<file path="src/rtl/mul_seq.sv">
// Sequential 32x32 unsigned multiplier: radix-2 shift-add over 32 cycles with a
// single carry-lookahead adder, IDLE/CALC/DONE handshake with start/ack.

module cla32 (
  input  logic [31:0] a,
  input  logic [31:0] b,
  input  logic        ci,
  output logic [31:0] s,
  output logic        co
);

  logic [31:0] p_s;
  logic [31:0] g_s;
  logic [8:0]  cg_s;

  // Carries into each bit of a 4-bit group, fully looked-ahead from the group carry-in.
  function automatic logic [3:0] grp_carry(input logic [3:0] p, input logic [3:0] g,
                                           input logic c0);
    logic [3:0] c;
    c[0] = c0;
    c[1] = g[0] | (p[0] & c0);
    c[2] = g[1] | (p[1] & g[0]) | (p[1] & p[0] & c0);
    c[3] = g[2] | (p[2] & g[1]) | (p[2] & p[1] & g[0]) | (p[2] & p[1] & p[0] & c0);
    return c;
  endfunction

  function automatic logic grp_gen(input logic [3:0] p, input logic [3:0] g);
    return g[3] | (p[3] & g[2]) | (p[3] & p[2] & g[1]) | (p[3] & p[2] & p[1] & g[0]);
  endfunction

  assign p_s = a ^ b;
  assign g_s = a & b;

  // Group-level lookahead chain across the eight 4-bit groups.
  always_comb begin
    cg_s    = 9'd0;
    s       = 32'd0;
    cg_s[0] = ci;
    for (int k = 0; k < 8; k++) begin
      cg_s[k+1]  = grp_gen(p_s[4*k +: 4], g_s[4*k +: 4]) | ((&p_s[4*k +: 4]) & cg_s[k]);
      s[4*k +: 4] = p_s[4*k +: 4] ^ grp_carry(p_s[4*k +: 4], g_s[4*k +: 4], cg_s[k]);
    end
    co = cg_s[8];
  end

endmodule

module mul_seq #(
  parameter int W = 32
) (
  input  logic         clk,
  input  logic         rst,
  input  logic         start,
  input  logic [W-1:0] a,
  input  logic [W-1:0] b,
  input  logic         ack,
  output logic         busy,
  output logic         done,
  output logic [W-1:0] hi,
  output logic [W-1:0] lo
);

  typedef enum logic [1:0] {
    IDLE = 2'd0,
    CALC = 2'd1,
    DONE = 2'd2
  } state_t;

  state_t       state_q;
  logic [W-1:0] mcand_q;
  logic [W-1:0] acc_q;
  logic [W-1:0] mplr_q;
  logic [4:0]   cnt_q;
  logic         busy_q;
  logic         done_q;
  logic [W-1:0] hi_q;
  logic [W-1:0] lo_q;

  logic [W-1:0] cla_s;
  logic         cla_co_s;
  logic [W:0]   sum_s;
  logic [W-1:0] acc_d;
  logic [W-1:0] mplr_d;

  cla32 u_cla (
    .a  (acc_q),
    .b  (mcand_q),
    .ci (1'b0),
    .s  (cla_s),
    .co (cla_co_s)
  );

  // Partial sum {acc_c,acc}, then shift {acc_c,acc,mplr} right; the carry lands in acc[W-1].
  always_comb begin
    sum_s = {1'b0, acc_q};
    if (mplr_q[0]) begin
      sum_s = {cla_co_s, cla_s};
    end else begin
      sum_s = {1'b0, acc_q};
    end
    acc_d  = sum_s[W:1];
    mplr_d = {sum_s[0], mplr_q[W-1:1]};
  end

  // Control FSM, datapath registers and registered outputs.
  always_ff @(posedge clk or posedge rst) begin
    if (rst) begin
      state_q <= IDLE;
      mcand_q <= {W{1'b0}};
      acc_q   <= {W{1'b0}};
      mplr_q  <= {W{1'b0}};
      cnt_q   <= 5'd0;
      busy_q  <= 1'b0;
      done_q  <= 1'b0;
      hi_q    <= {W{1'b0}};
      lo_q    <= {W{1'b0}};
    end else begin
      case (state_q)
        IDLE: begin
          if (start) begin
            state_q <= CALC;
            mcand_q <= a;
            acc_q   <= {W{1'b0}};
            mplr_q  <= b;
            cnt_q   <= 5'd0;
            busy_q  <= 1'b1;
          end
        end
        CALC: begin
          acc_q  <= acc_d;
          mplr_q <= mplr_d;
          cnt_q  <= cnt_q + 5'd1;
          if (cnt_q == 5'd31) begin
            state_q <= DONE;
            done_q  <= 1'b1;
            hi_q    <= acc_d;
            lo_q    <= mplr_d;
          end
        end
        DONE: begin
          // start arriving with ack is dropped; a new request needs a later IDLE edge
          if (ack) begin
            state_q <= IDLE;
            busy_q  <= 1'b0;
            done_q  <= 1'b0;
          end
        end
        default: begin
          state_q <= IDLE;
          busy_q  <= 1'b0;
          done_q  <= 1'b0;
        end
      endcase
    end
  end

  assign busy = busy_q;
  assign done = done_q;
  assign hi   = hi_q;
  assign lo   = lo_q;

endmodule

</file>
<file path="config.mk">
export PLATFORM = sky130hd
export DESIGN_NAME = mul_seq
export DESIGN_NICKNAME = d
export VERILOG_FILES = /design/src/rtl/mul_seq.sv
export SDC_FILE = /design/constraint.sdc
export NUM_CORES = 1
export LEC_CHECK = 0
export ABC_AREA = 0
export CORE_MARGIN = 2
export CORE_UTILIZATION = 50
export CTS_CLUSTER_SIZE = 10
export DETAILED_ROUTE_END_ITERATION = 12
export PLACE_DENSITY = 0.72
export SLEW_MARGIN = 5
export SYNTH_ARGS = -nofsm -noshare
export SYNTH_HDL_FRONTEND = slang
export SYNTH_SLANG_ARGS = --single-unit
</file>
<file path="constraint.sdc">
create_clock -name clk -period 14.95 [get_ports clk]
set_clock_uncertainty 0.15 [all_clocks]
set_input_delay 1.495 -clock clk [delete_from_list [all_inputs] [get_ports clk]]
set_output_delay 1.495 -clock clk [all_outputs]
set_load 0.01 [all_outputs]
</file>
==> flow_summary.json <==
{
  "rows": 46,
  "grt_max_degree": 101,
  "setup_viol": 0,
  "clock_latency_ns": 0.42,
  "fin_crit_sh_pct": 24.0,
  "io_buffer_count": 133,
  "ios": 134,
  "via_count": 6676,
  "async_flop_share_pct": 100,
  "dr.pass1.iters": 4,
  "cts.sinks": 169,
  "antenna_found_initial": 1,
  "start_util_pct": 51.5,
  "drv_cap": 0,
  "synth_common_cells": "nand2_1, dfrtp_1, nor2_1, o21ai_0, clkbuf_1",
  "wirelength_microns": 19100,
  "worstReg2RegEnd": "hi[15]$_DFFE_PP0P_",
  "cp_data_required_time_ns": 15.13,
  "path_max_fanout": 3,
  "synth-seq-cells": 169,
  "worst_hold_slack_ns": 0.325,
  "drive_gt1_share_pct": 4.73,
  "crit_path_start_kind": "flip-flop",
  "viasPerCell": 5.33,
  "drc": 0,
  "synthesis.area_sq_mm": 0.00824,
  "cp.arrival_ns": 3.77,
  "pre_cts_ws_ns": 11.10,
  "rsz0062_at_grt": "no",
  "gp_congestion": 0.818,
  "ys_seq_area_share_pct": 51.3,
  "reg2reg_depth": 12,
  "syn_inst": 918,
  "cts_tree": "yes",
  "yosys_warnings": 0,
  "r2r_start": "acc_q[2]$_DFFE_PP0P_",
  "crit_path_end_kind": "flip-flop",
  "ys_top_cells_by_area": "dfrtp_1, nand2_1, ha_1",
  "avgSynthCellArea_sq_um": 8.98,
  "drtIter0Drc": 352,
  "cts_root_buf": "clkbuf_16",
  "ctsHoldBuffers": 0,
  "syn-num-nets": 1028,
  "final_hold_viol_count": 0,
  "path_clk_slew_ns": 0.06,
  "tns_ns": 0,
  "fin_ws_ns": 11.36,
  "numCtsBuffers": 17,
  "min_from": "lo[5]$_DFFE_PP0P_",
  "fp.dieW_microns": 132,
  "max_freq_mhz": 279,
  "grt_pass1_wl_microns": 32500,
  "dp_hpwl_microns": 12200,
  "overflow": 0,
  "worstMarginPinSlew_ns": 1.03,
  "grtUsageTotal_pct": 22.8,
  "whs_endpoint": "lo[5]$_DFFE_PP0P_",
  "regArea_sq_mm": 0.00423,
  "rrSetupSlack_ns": 11.36,
  "cts_resized": 0,
  "synth_ff_type": "dfrtp_1",
  "peakVddDrop_v": 0.0000952,
  "relSlewSlack_pct": 31.2,
  "design.die.area_sq_mm": 0.0175,
  "die_y_microns": 132,
  "final_max_slew_viol_count": 0,
  "synth_edf_count": 0,
  "post_cts_buffers": 0,
  "synthToLayoutAreaGrowth_pct": 24.6,
  "hold_depth": 2,
  "synth_top_cell_by_area": "dfrtp_1",
  "cts.path.max_buffers": 2,
  "antenna_cells": 0,
  "synth.most_common_cell": "nand2_1",
  "core-area_sq_mm": 0.0160,
  "synth_top_area_share_pct": 51.3,
  "worstHoldPathType": "reg2reg",
  "n_fill_cell": 1395,
  "final.min_clock_period_ns": 3.59,
  "postRouteAntennaNets": 0,
  "h-tree-depth": 4,
  "worstSetupPathType": "reg2reg",
  "multi_input_area_sq_mm": 0.00374,
  "wl_per_cell_microns": 15.3,
  "grt_pass1_vias": 6654,
  "synth.distinct_cells": 48,
  "outcome": "finished, final reports clean",
  "nets": 1134,
  "p_per_area_mw_per_mm2": 221,
  "p_leak_nw": 4.77
}
## cells by family after synthesis
family,after synthesis,share of synthesized area [%]
AOI/OAI and AO/OA,188,13.6
xor gates and xnor gates,15,1.59
adders and majority gates,42,7.11
buffers and inverters,81,3.69
DFF,169,51.3
muxes,20,2.51
and+or+nand+nor,403,20.2
## how the worst max path moves through the flow
| stage | start | endpoint | slack [ns] | depth (start not counted) |
|---|---|---|---|---|
| 3_5_place_dp | start | cnt_q[2]$_DFFE_PP0P_ | 11.10 | 7 |
| 5_1_grt | acc_q[2]$_DFFE_PP0P_ | hi[15]$_DFFE_PP0P_ | 11.14 | 12 |
| 3_3_place_gp | start | cnt_q[2]$_DFFE_PP0P_ | 11.10 | 7 |
| 6_report | acc_q[2]$_DFFE_PP0P_ | hi[15]$_DFFE_PP0P_ | 11.36 | 12 |
| 2_1_floorplan | rst | acc_q[0]$_DFFE_PP0P_ | 8.73 | 1 |
| 4_1_cts | acc_q[2]$_DFFE_PP0P_ | hi[15]$_DFFE_PP0P_ | 11.41 | 12 |
## sequential cells by signal (all words and copies together), names as in the netlist
name,flops
busy,1
cnt_q,5
mplr_q,32
hi,32
lo,32
mcand_q,32
acc_q,32
done,1
state_q,2
## stage by stage
stage / area [sq um] / instances / power, mW / util [%]
after CTS: 10300 / 1252 / 2.29 / 64.1
final: 10300 / 1252 / 2.27 / 64.1
after floorplan: 8240 / 918 / 1.55 / -
after global placement: 9730 / 1221 / 1.84 / 60.8
after global routing: 10300 / 1252 / 2.47 / 64.1
after detailed placement: 9730 / 1221 / 1.87 / 60.8
## power breakdown
part	total [mW]	internal, mW	switching [mW]	leakage (nW)
sequential	0.793	0.652	0.141	2.13
combinational	1.08	0.480	0.598	2.38
clock	0.400	0.229	0.171	0.255
## placed cells by master, fill, tap and decap left out, types with 8 or more instances in the layout
| master | n |
|---|---|
| nor2_1 | 86 |
| xnor2_1 | 11 |
| fa_1 | 8 |
| inv_1 | 27 |
| ha_1 | 34 |
| nand2_1 | 237 |
| mux2i_1 | 15 |
| nand3_1 | 39 |
| a21oi_1 | 24 |
| clkbuf_16 | 17 |
| a31oi_1 | 9 |
| nor3_1 | 8 |
| o21ai_0 | 82 |
| o22ai_1 | 33 |
| a21o_1 | 9 |
| clkdlybuf4s50_1 | 133 |
| dfrtp_1 | 169 |
## final cells by class
| type | count | area share, % |
|---|---|---|
| Sequential cell | 169 | 41.2 |
| Multi-Input combinational cell | 668 | 36.4 |
| Timing Repair Buffer | 139 | 13.4 |
| Clock buffer | 25 | 4.83 |
| Tap cell | 216 | 2.63 |
| Inverter | 29 | 1.11 |
| Clock inverter | 6 | 0.402 |
## worst max-delay path, cell delays in order, from the launching register on
cell and delay, ns:
dfrtp_1 0.40, ha_1 0.32, and3_1 0.21, nor4_1 0.46
o21bai_1 0.20, a21oi_2 0.25, o211ai_1 0.16, a21oi_1 0.22
nor2b_1 0.07, nor2_1 0.16, fa_1 0.44, mux2_2 0.31
o21ai_0 0.14
## layer usage
metal / track usage, % / wire length, microns / up-vias
li1: - / - / 3316
met1: 30.8 / 8730 / 3193
met2: 37.2 / 9020 / 157
met3: 5.69 / 1270 / 10
met4: 5.85 / 119 / 0
met5: 0 / 0 / -
Power figures use the tool's default switching activity.
